--- config.mk ---
export PLATFORM = sky130hd
export DESIGN_NAME = alu_muldiv_seq
export DESIGN_NICKNAME = d
export VERILOG_FILES = /design/src/rtl/alu_muldiv_seq.sv
export SDC_FILE = /design/constraint.sdc
export NUM_CORES = 1
export LEC_CHECK = 0
export CELL_PAD_IN_SITES_DETAIL_PLACEMENT = 1
export CELL_PAD_IN_SITES_GLOBAL_PLACEMENT = 2
export CORE_ASPECT_RATIO = 0.8
export CORE_MARGIN = 8
export CORE_UTILIZATION = 36
export CTS_CLUSTER_SIZE = 25
export DETAILED_ROUTE_END_ITERATION = 16
export GPL_TIMING_DRIVEN = 0
export PLACE_DENSITY_LB_ADDON = 0.1
export SLEW_MARGIN = 25
export SYNTH_ARGS = -nofsm -noshare
export SYNTH_HDL_FRONTEND = slang
export SYNTH_SLANG_ARGS = --single-unit
--- constraint.sdc ---
create_clock -name clk -period 4.5 [get_ports clk]
set_input_delay 0.45 -clock clk [delete_from_list [all_inputs] [get_ports clk]]
set_output_delay 0.45 -clock clk [all_outputs]
set_load 0.05 [all_outputs]
--- src/rtl/alu_muldiv_seq.sv ---
// alu_muldiv_seq: iterative radix-2 multiply/divide unit for the RV32M operations.
// Shift-add multiply and restoring divide on operand magnitudes. Signs are
// corrected in a final fix-up cycle. Divide-by-zero, signed overflow and unknown
// opcodes bypass the datapath and commit at the accepting edge.
//
// Ports:
//   clk      clock, rising edge
//   rst_n    asynchronous active-low reset
//   valid_i  request valid; accepted when valid_i & ready_o & !flush
//   A, B     operands (dividend/multiplicand, divisor/multiplier)
//   ALUCtrl  5-bit operation code, sampled at accept
//   flush    kill any in-flight operation
//   ready_o  unit can accept a request this cycle
//   valid_o  one-cycle pulse: Y/ZERO hold a new result
//   Y        result, held until the next result
//   ZERO     registered (Y == 0)
module alu_muldiv_seq #(
    parameter int unsigned WIDTH = 32,
    parameter int unsigned CNT_W = $clog2(WIDTH) + 1
) (
    input  logic             clk,
    input  logic             rst_n,
    input  logic             valid_i,
    input  logic [WIDTH-1:0] A,
    input  logic [WIDTH-1:0] B,
    input  logic [4:0]       ALUCtrl,
    input  logic             flush,
    output logic             ready_o,
    output logic             valid_o,
    output logic [WIDTH-1:0] Y,
    output logic             ZERO
);

    localparam logic [4:0] OpMul    = 5'b01111;
    localparam logic [4:0] OpMulh   = 5'b10000;
    localparam logic [4:0] OpMulhsu = 5'b10001;
    localparam logic [4:0] OpMulhu  = 5'b10010;
    localparam logic [4:0] OpDiv    = 5'b01101;
    localparam logic [4:0] OpDivu   = 5'b01110;
    localparam logic [4:0] OpRem    = 5'b10011;
    localparam logic [4:0] OpRemu   = 5'b10100;

    localparam logic [WIDTH-1:0] MinNeg = {1'b1, {(WIDTH-1){1'b0}}};

    typedef enum logic [1:0] {StIdle, StCalc, StFix, StDone} state_e;

    state_e             state_q, state_d;
    logic [CNT_W-1:0]   cnt_q;
    logic [4:0]         op_q;
    logic               neg_q;
    logic [WIDTH-1:0]   opnd_q;   // multiplicand or divisor magnitude
    logic [2*WIDTH-1:0] prod_q;   // multiply: {hi, lo}; divide: {remainder, quotient}
    logic [WIDTH-1:0]   y_q;
    logic               zero_q;

    // Request decode
    logic             accept, is_mul, is_div, known, a_signed, b_signed, sa, sb;
    logic             div_zero, ovf, fast;
    logic [WIDTH-1:0] a_mag, b_mag, fast_val;

    always_comb begin
        accept   = valid_i & ready_o & ~flush;
        is_mul   = (ALUCtrl == OpMul) | (ALUCtrl == OpMulh) | (ALUCtrl == OpMulhsu) |
                   (ALUCtrl == OpMulhu);
        is_div   = (ALUCtrl == OpDiv) | (ALUCtrl == OpDivu) | (ALUCtrl == OpRem) |
                   (ALUCtrl == OpRemu);
        known    = is_mul | is_div;
        a_signed = (ALUCtrl == OpMul) | (ALUCtrl == OpMulh) | (ALUCtrl == OpMulhsu) |
                   (ALUCtrl == OpDiv) | (ALUCtrl == OpRem);
        b_signed = (ALUCtrl == OpMul) | (ALUCtrl == OpMulh) | (ALUCtrl == OpDiv) |
                   (ALUCtrl == OpRem);
        sa       = a_signed & A[WIDTH-1];
        sb       = b_signed & B[WIDTH-1];
        a_mag    = sa ? -A : A;
        b_mag    = sb ? -B : B;
        div_zero = is_div & (B == '0);
        ovf      = ((ALUCtrl == OpDiv) | (ALUCtrl == OpRem)) & (A == MinNeg) & (B == '1);
        fast     = ~known | div_zero | ovf;
        fast_val = '0;
        if (div_zero) begin
            fast_val = ((ALUCtrl == OpDiv) | (ALUCtrl == OpDivu)) ? '1 : A;
        end else if (ovf) begin
            fast_val = (ALUCtrl == OpDiv) ? A : '0;
        end
    end

    // One radix-2 step of either datapath
    logic               op_mul_q;
    logic [WIDTH:0]     mul_sum, div_shift, div_diff;
    logic [2*WIDTH-1:0] step_val;

    always_comb begin
        op_mul_q  = (op_q == OpMul) | (op_q == OpMulh) | (op_q == OpMulhsu) |
                    (op_q == OpMulhu);
        mul_sum   = {1'b0, prod_q[2*WIDTH-1:WIDTH]} + (prod_q[0] ? {1'b0, opnd_q} : '0);
        div_shift = {prod_q[2*WIDTH-1:WIDTH], prod_q[WIDTH-1]};
        // Remainder stays below the divisor, so bit WIDTH of the difference is the borrow.
        div_diff  = div_shift - {1'b0, opnd_q};
        if (op_mul_q) begin
            step_val = {mul_sum, prod_q[WIDTH-1:1]};
        end else if (div_diff[WIDTH]) begin
            step_val = {div_shift[WIDTH-1:0], prod_q[WIDTH-2:0], 1'b0};
        end else begin
            step_val = {div_diff[WIDTH-1:0], prod_q[WIDTH-2:0], 1'b1};
        end
    end

    // Sign correction and result selection
    logic [2*WIDTH-1:0] full_prod;
    logic [WIDTH-1:0]   q_fix, r_fix, fix_val;

    always_comb begin
        full_prod = neg_q ? -prod_q : prod_q;
        q_fix     = neg_q ? -prod_q[WIDTH-1:0] : prod_q[WIDTH-1:0];
        r_fix     = neg_q ? -prod_q[2*WIDTH-1:WIDTH] : prod_q[2*WIDTH-1:WIDTH];
        case (op_q)
            OpMul:                     fix_val = full_prod[WIDTH-1:0];
            OpMulh, OpMulhsu, OpMulhu: fix_val = full_prod[2*WIDTH-1:WIDTH];
            OpDiv, OpDivu:             fix_val = q_fix;
            OpRem, OpRemu:             fix_val = r_fix;
            default:                   fix_val = '0;
        endcase
    end

    // FSM: state register
    always_ff @(posedge clk or negedge rst_n) begin
        if (!rst_n) begin
            state_q <= StIdle;
        end else begin
            state_q <= state_d;
        end
    end

    // FSM: next state
    always_comb begin
        state_d = state_q;
        if (flush) begin
            state_d = StIdle;
        end else begin
            case (state_q)
                StIdle:  if (accept) state_d = fast ? StDone : StCalc;
                StCalc:  if (cnt_q == '0) state_d = StFix;
                StFix:   state_d = StDone;
                StDone:  state_d = accept ? (fast ? StDone : StCalc) : StIdle;
                default: state_d = StIdle;
            endcase
        end
    end

    // FSM: outputs
    always_comb begin
        ready_o = (state_q == StIdle) | (state_q == StDone);
        valid_o = (state_q == StDone);
    end

    // Datapath and result registers
    always_ff @(posedge clk or negedge rst_n) begin
        if (!rst_n) begin
            cnt_q  <= '0;
            op_q   <= '0;
            neg_q  <= 1'b0;
            opnd_q <= '0;
            prod_q <= '0;
            y_q    <= '0;
            zero_q <= 1'b1;
        end else if (accept) begin
            op_q   <= ALUCtrl;
            cnt_q  <= CNT_W'(WIDTH - 1);
            opnd_q <= is_mul ? a_mag : b_mag;
            prod_q <= {{WIDTH{1'b0}}, (is_mul ? b_mag : a_mag)};
            neg_q  <= ((ALUCtrl == OpRem) | (ALUCtrl == OpRemu)) ? sa : (sa ^ sb);
            if (fast) begin
                y_q    <= fast_val;
                zero_q <= (fast_val == '0);
            end
        end else if (!flush) begin
            if (state_q == StCalc) begin
                prod_q <= step_val;
                if (cnt_q != '0) cnt_q <= cnt_q - 1'b1;
            end else if (state_q == StFix) begin
                y_q    <= fix_val;
                zero_q <= (fix_val == '0);
            end
        end
    end

    assign Y    = y_q;
    assign ZERO = zero_q;

endmodule
==> flow_metrics.py <==
metrics = {
    "status": {
        "status": "complete, no violations",
    },
    "clock_tree": {
        "clk_pin_slew_worst_paths_ns": 0.07,
        "htreeDepth": 4,
        "cts_buffers": 17,
        "clkLatencyLatePin_ns": 0.47,
        "cts_buffer_depth": 2,
        "cts_tree": "yes",
        "clockRootBuffer": "clkbuf_16",
        "cts.sinks": 143,
    },
    "logic_synthesis": {
        "synth_most_common_cell": "nand2_1",
        "netlist_instances": 2143,
        "ys_ff_latch": 143,
        "muxShareOfSynthArea": 0.02541,
        "yosysTopAreaCell": "dfrtp_1",
        "synth_area_leaders": "dfrtp_1 (22%), nand2_1 (6.7%), ha_1 (5.9%), a21oi_1 (5.4%), o21ai_0 (5.1%)",
        "synth-compound-area-share": 0.3100,
        "yosys.cell_types.count": 92,
        "synth_fp_nets": 2293,
        "netlist_area_mm2": 0.01591,
        "ys_seq_area_frac": 0.2250,
        "yosys.area_share.simple": 0.2387,
        "synth_top_area_frac": 0.2234,
        "synth_ff_type": "dfrtp_1",
        "synth_fa_ha_area_frac": 0.06151,
        "yosysWarnings": 0,
        "synth_commonest_cells": "nand2_1 (282), a21oi_1 (172), o21ai_0 (163)",
        "synth.avg_cell_area_um2": 7.423,
        "synth_xor_area_frac": 0.08149,
        "async_flop_share": 1.000,
        "synth_top_family_by_area": "compound AO/OA/AOI/OAI gates",
        "synth_enable_flop_cells": 0,
    },
    "pwr": {
        "internal_power_w": 0.005141,
        "pwr-share-clk": 0.138,
        "power.switching_w": 0.006583,
        "p_per_area_mw_per_mm2": 635.8,
        "seqPwrFrac": 0.193,
        "vdd_drop_max_v": 0.0003356,
        "p_leak_nw": 7.408,
        "power_frac_comb": 0.669,
        "swShare": 0.5615,
    },
    "critical_path": {
        "timing.rr.end": "ZERO",
        "path_delay_family": "simple AND/OR/NAND/NOR gates",
        "required_ns": 4.88,
        "critPathArrivalTime_ns": 4.81,
        "startpoint_type": "flop",
        "reg2reg_depth": 12,
        "crit_chain": "inv_1, clkbuf_2, ha_1, nor2b_1, nand4_1, nor4_4, mux2i_1, a21oi_1, nand4_1, nor4bb_1, nand4_1, o31ai_2",
        "rr_startpoint": "prod_q[0]",
        "path_buf_inv": 2,
        "crit_path_end_kind": "flop",
        "r2r_setup_slack_ns": 0.07,
        "slowest_delay_ns": 0.63,
        "cpMostUsedCell": "nand4_1",
        "crit_type": "reg2reg",
        "crit_path_top_delay_cell": "nor4_4",
        "critPathMaxFanout": 10,
    },
    "sta": {
        "max_slew_margin": 0.3119,
        "tightest_slew_ns": 1.028,
        "timing.hold.ws_ns": 0.4403,
        "fmax_ghz": 0.2258,
        "setup_violations": 0,
        "period_share": 0.9840,
        "slew_violations": 0,
        "layout_min_cycle_time_ns": 4.428,
        "hold_viol_final": 0,
        "worst_slack_ns": 0.07219,
        "fin_skew_ns": 0.01326,
        "setup_tns_ns": 0,
    },
    "job": {
        "maxCapViolCount": 0,
    },
    "grt": {
        "met3_usage": 0.05706,
        "met1_usage": 0.4760,
        "grt_max_degree": 75,
        "use_met2": 0.4684,
        "track_usage": 0.3199,
        "grt-busiest-layer": "met1",
        "overflow": 0,
        "grt_pass1_wl_mm": 123.1,
        "antenna_found_initial": 2,
        "grt_pass1_vias": 18010,
    },
    "hold_path": {
        "hold_depth": 3,
        "min_to": "op_q[1]",
        "min_from": "ALUCtrl[1]",
        "holdCritPathClass": "in2reg",
    },
    "route": {
        "routed_wirelength_mm": 84.59,
        "first_iter_violations": 1902,
        "drc_errors": 0,
        "vias_per_cell": 6.479,
        "ant_nets": 0,
        "dr.pass1.iters": 5,
        "via_count": 18470,
        "wl_per_cell_um": 29.67,
    },
    "floorplan": {
        "fp.dieW_um": 251.0,
        "dieArea_mm2": 0.05121,
        "ios": 108,
        "start_util": 0.3613,
        "row_count": 69,
        "fp.dieH_um": 204.0,
        "core_area_mm2": 0.04403,
    },
    "final_layout": {
        "drive_gt1_frac": 0.06181,
        "regArea_mm2": 0.003583,
        "area_growth_pct": 15.91,
        "nNetsFinal": 2419,
        "nFillCells": 5436,
        "multi_input_area_mm2": 0.01149,
        "final_cells": 2851,
    },
    "placed_design": {
        "post-place-cells": 2818,
        "pre_cts_ws_ns": -0.4247,
        "hpwl_mm": 68.79,
        "gp_congestion": 0.9479,
        "portBuffers": 105,
    },
}
[stage by stage]
step	instance area, um^2	utilization	power (W)
global placement	17670	0.4013	0.009633
detailed placement	17720	0.4024	0.009795
CTS	18380	0.4174	0.01146
finish	18440	0.4188	0.01172
global route	18430	0.4186	0.01231
floorplan	15910	-	0.007011
[repair_timing]
item | in CTS | in global routing
setup buffers | 0 | 0
pin swaps | 0 | 0
endpoints found under the hold margin | 12 | 0
resized for setup | 9 | 12
hold buffers | 1 | 0
endpoints found under the setup margin | 34 | 31
cloned | 0 | 0
[layout by cell type, fill, tap and decap left out, types with 67 or more instances in the layout]
cell type / netlist / routed
a21oi_1: 172 / 172
clkbuf_1: 112 / 112
clkdlybuf4s50_1: 0 / 104
dfrtp_1: 142 / 141
ha_1: 75 / 75
inv_1: 74 / 74
nand2_1: 282 / 281
nor2_1: 157 / 155
o21ai_0: 163 / 162
xnor2_1: 81 / 81
xor2_1: 67 / 67
[kinds of logic (layout without fill, tap and decap cells)]
family / Yosys count / after routing
other: 0 / 2
AND/OR/NAND/NOR: 763 / 763
AO/OA/AOI/OAI: 745 / 745
adder cells (fa/ha/maj): 77 / 77
XOR/XNOR: 148 / 148
multiplexers: 40 / 40
buffers and inverters: 227 / 365
flip-flops: 143 / 143
[cell type report]
type / count / area share
diodes: 2 / 0.0002714
plain buffers: 151 / 0.03502
clock buffers: 19 / 0.02348
clock inverters: 12 / 0.009976
inverters: 75 / 0.01527
multi-input cells: 1773 / 0.6234
flip-flops and latches: 143 / 0.1944
well taps: 568 / 0.03855
repair buffers: 108 / 0.05972
[worst register-to-register path, stage by stage (launching register included)]
cell      delay (ns)
dfrtp_1         0.52
inv_1           0.22
clkbuf_2        0.36
ha_1            0.32
nor2b_1         0.29
nand4_1         0.37
nor4_4          0.63
mux2i_1         0.17
a21oi_1         0.44
nand4_1         0.15
nor4bb_1        0.42
nand4_1         0.17
o31ai_2         0.26
[how the worst max path moves through the flow]
stage | startpoint | endpoint | slack [ns] | depth (start not counted)
2_1_floorplan | prod_q[31] | prod_q[53] | 0.98 | 16
3_3_place_gp | rst_n | prod_q[39] | -3.56 | 1
3_5_place_dp | prod_q[31] | prod_q[59] | -0.42 | 16
4_1_cts | prod_q[31] | prod_q[42] | 0.008 | 15
5_1_grt | prod_q[31] | prod_q[42] | -0.02 | 15
6_report | prod_q[0] | ZERO | 0.07 | 12
[state kept, by name (all words and copies together) (netlist names)]
signal,flops
cnt_q,6
opnd_q,32
state_q,2
prod_q,64
op_q,5
ZERO,1
Y,32
neg_q,1
[metal layers]
layer / vias to the layer above / share of wire
li1: 8171 / -
met1: 9399 / 0.48
met2: 785 / 0.42
met3: 114 / 0.077
met4: 4 / 0.024
met5: - / 0.00031
[power by group through the flow]
stage	clock network [W]	registers [W]	logic, W
finish	0.00161	0.00227	0.00785
detailed placement	0	0.00224	0.00755
CTS	0.00162	0.00224	0.00760
floorplan	0	0.00243	0.00458
global placement	0	0.00222	0.00741
global route	0.00166	0.00231	0.00833
Power figures use the tool's default switching activity.
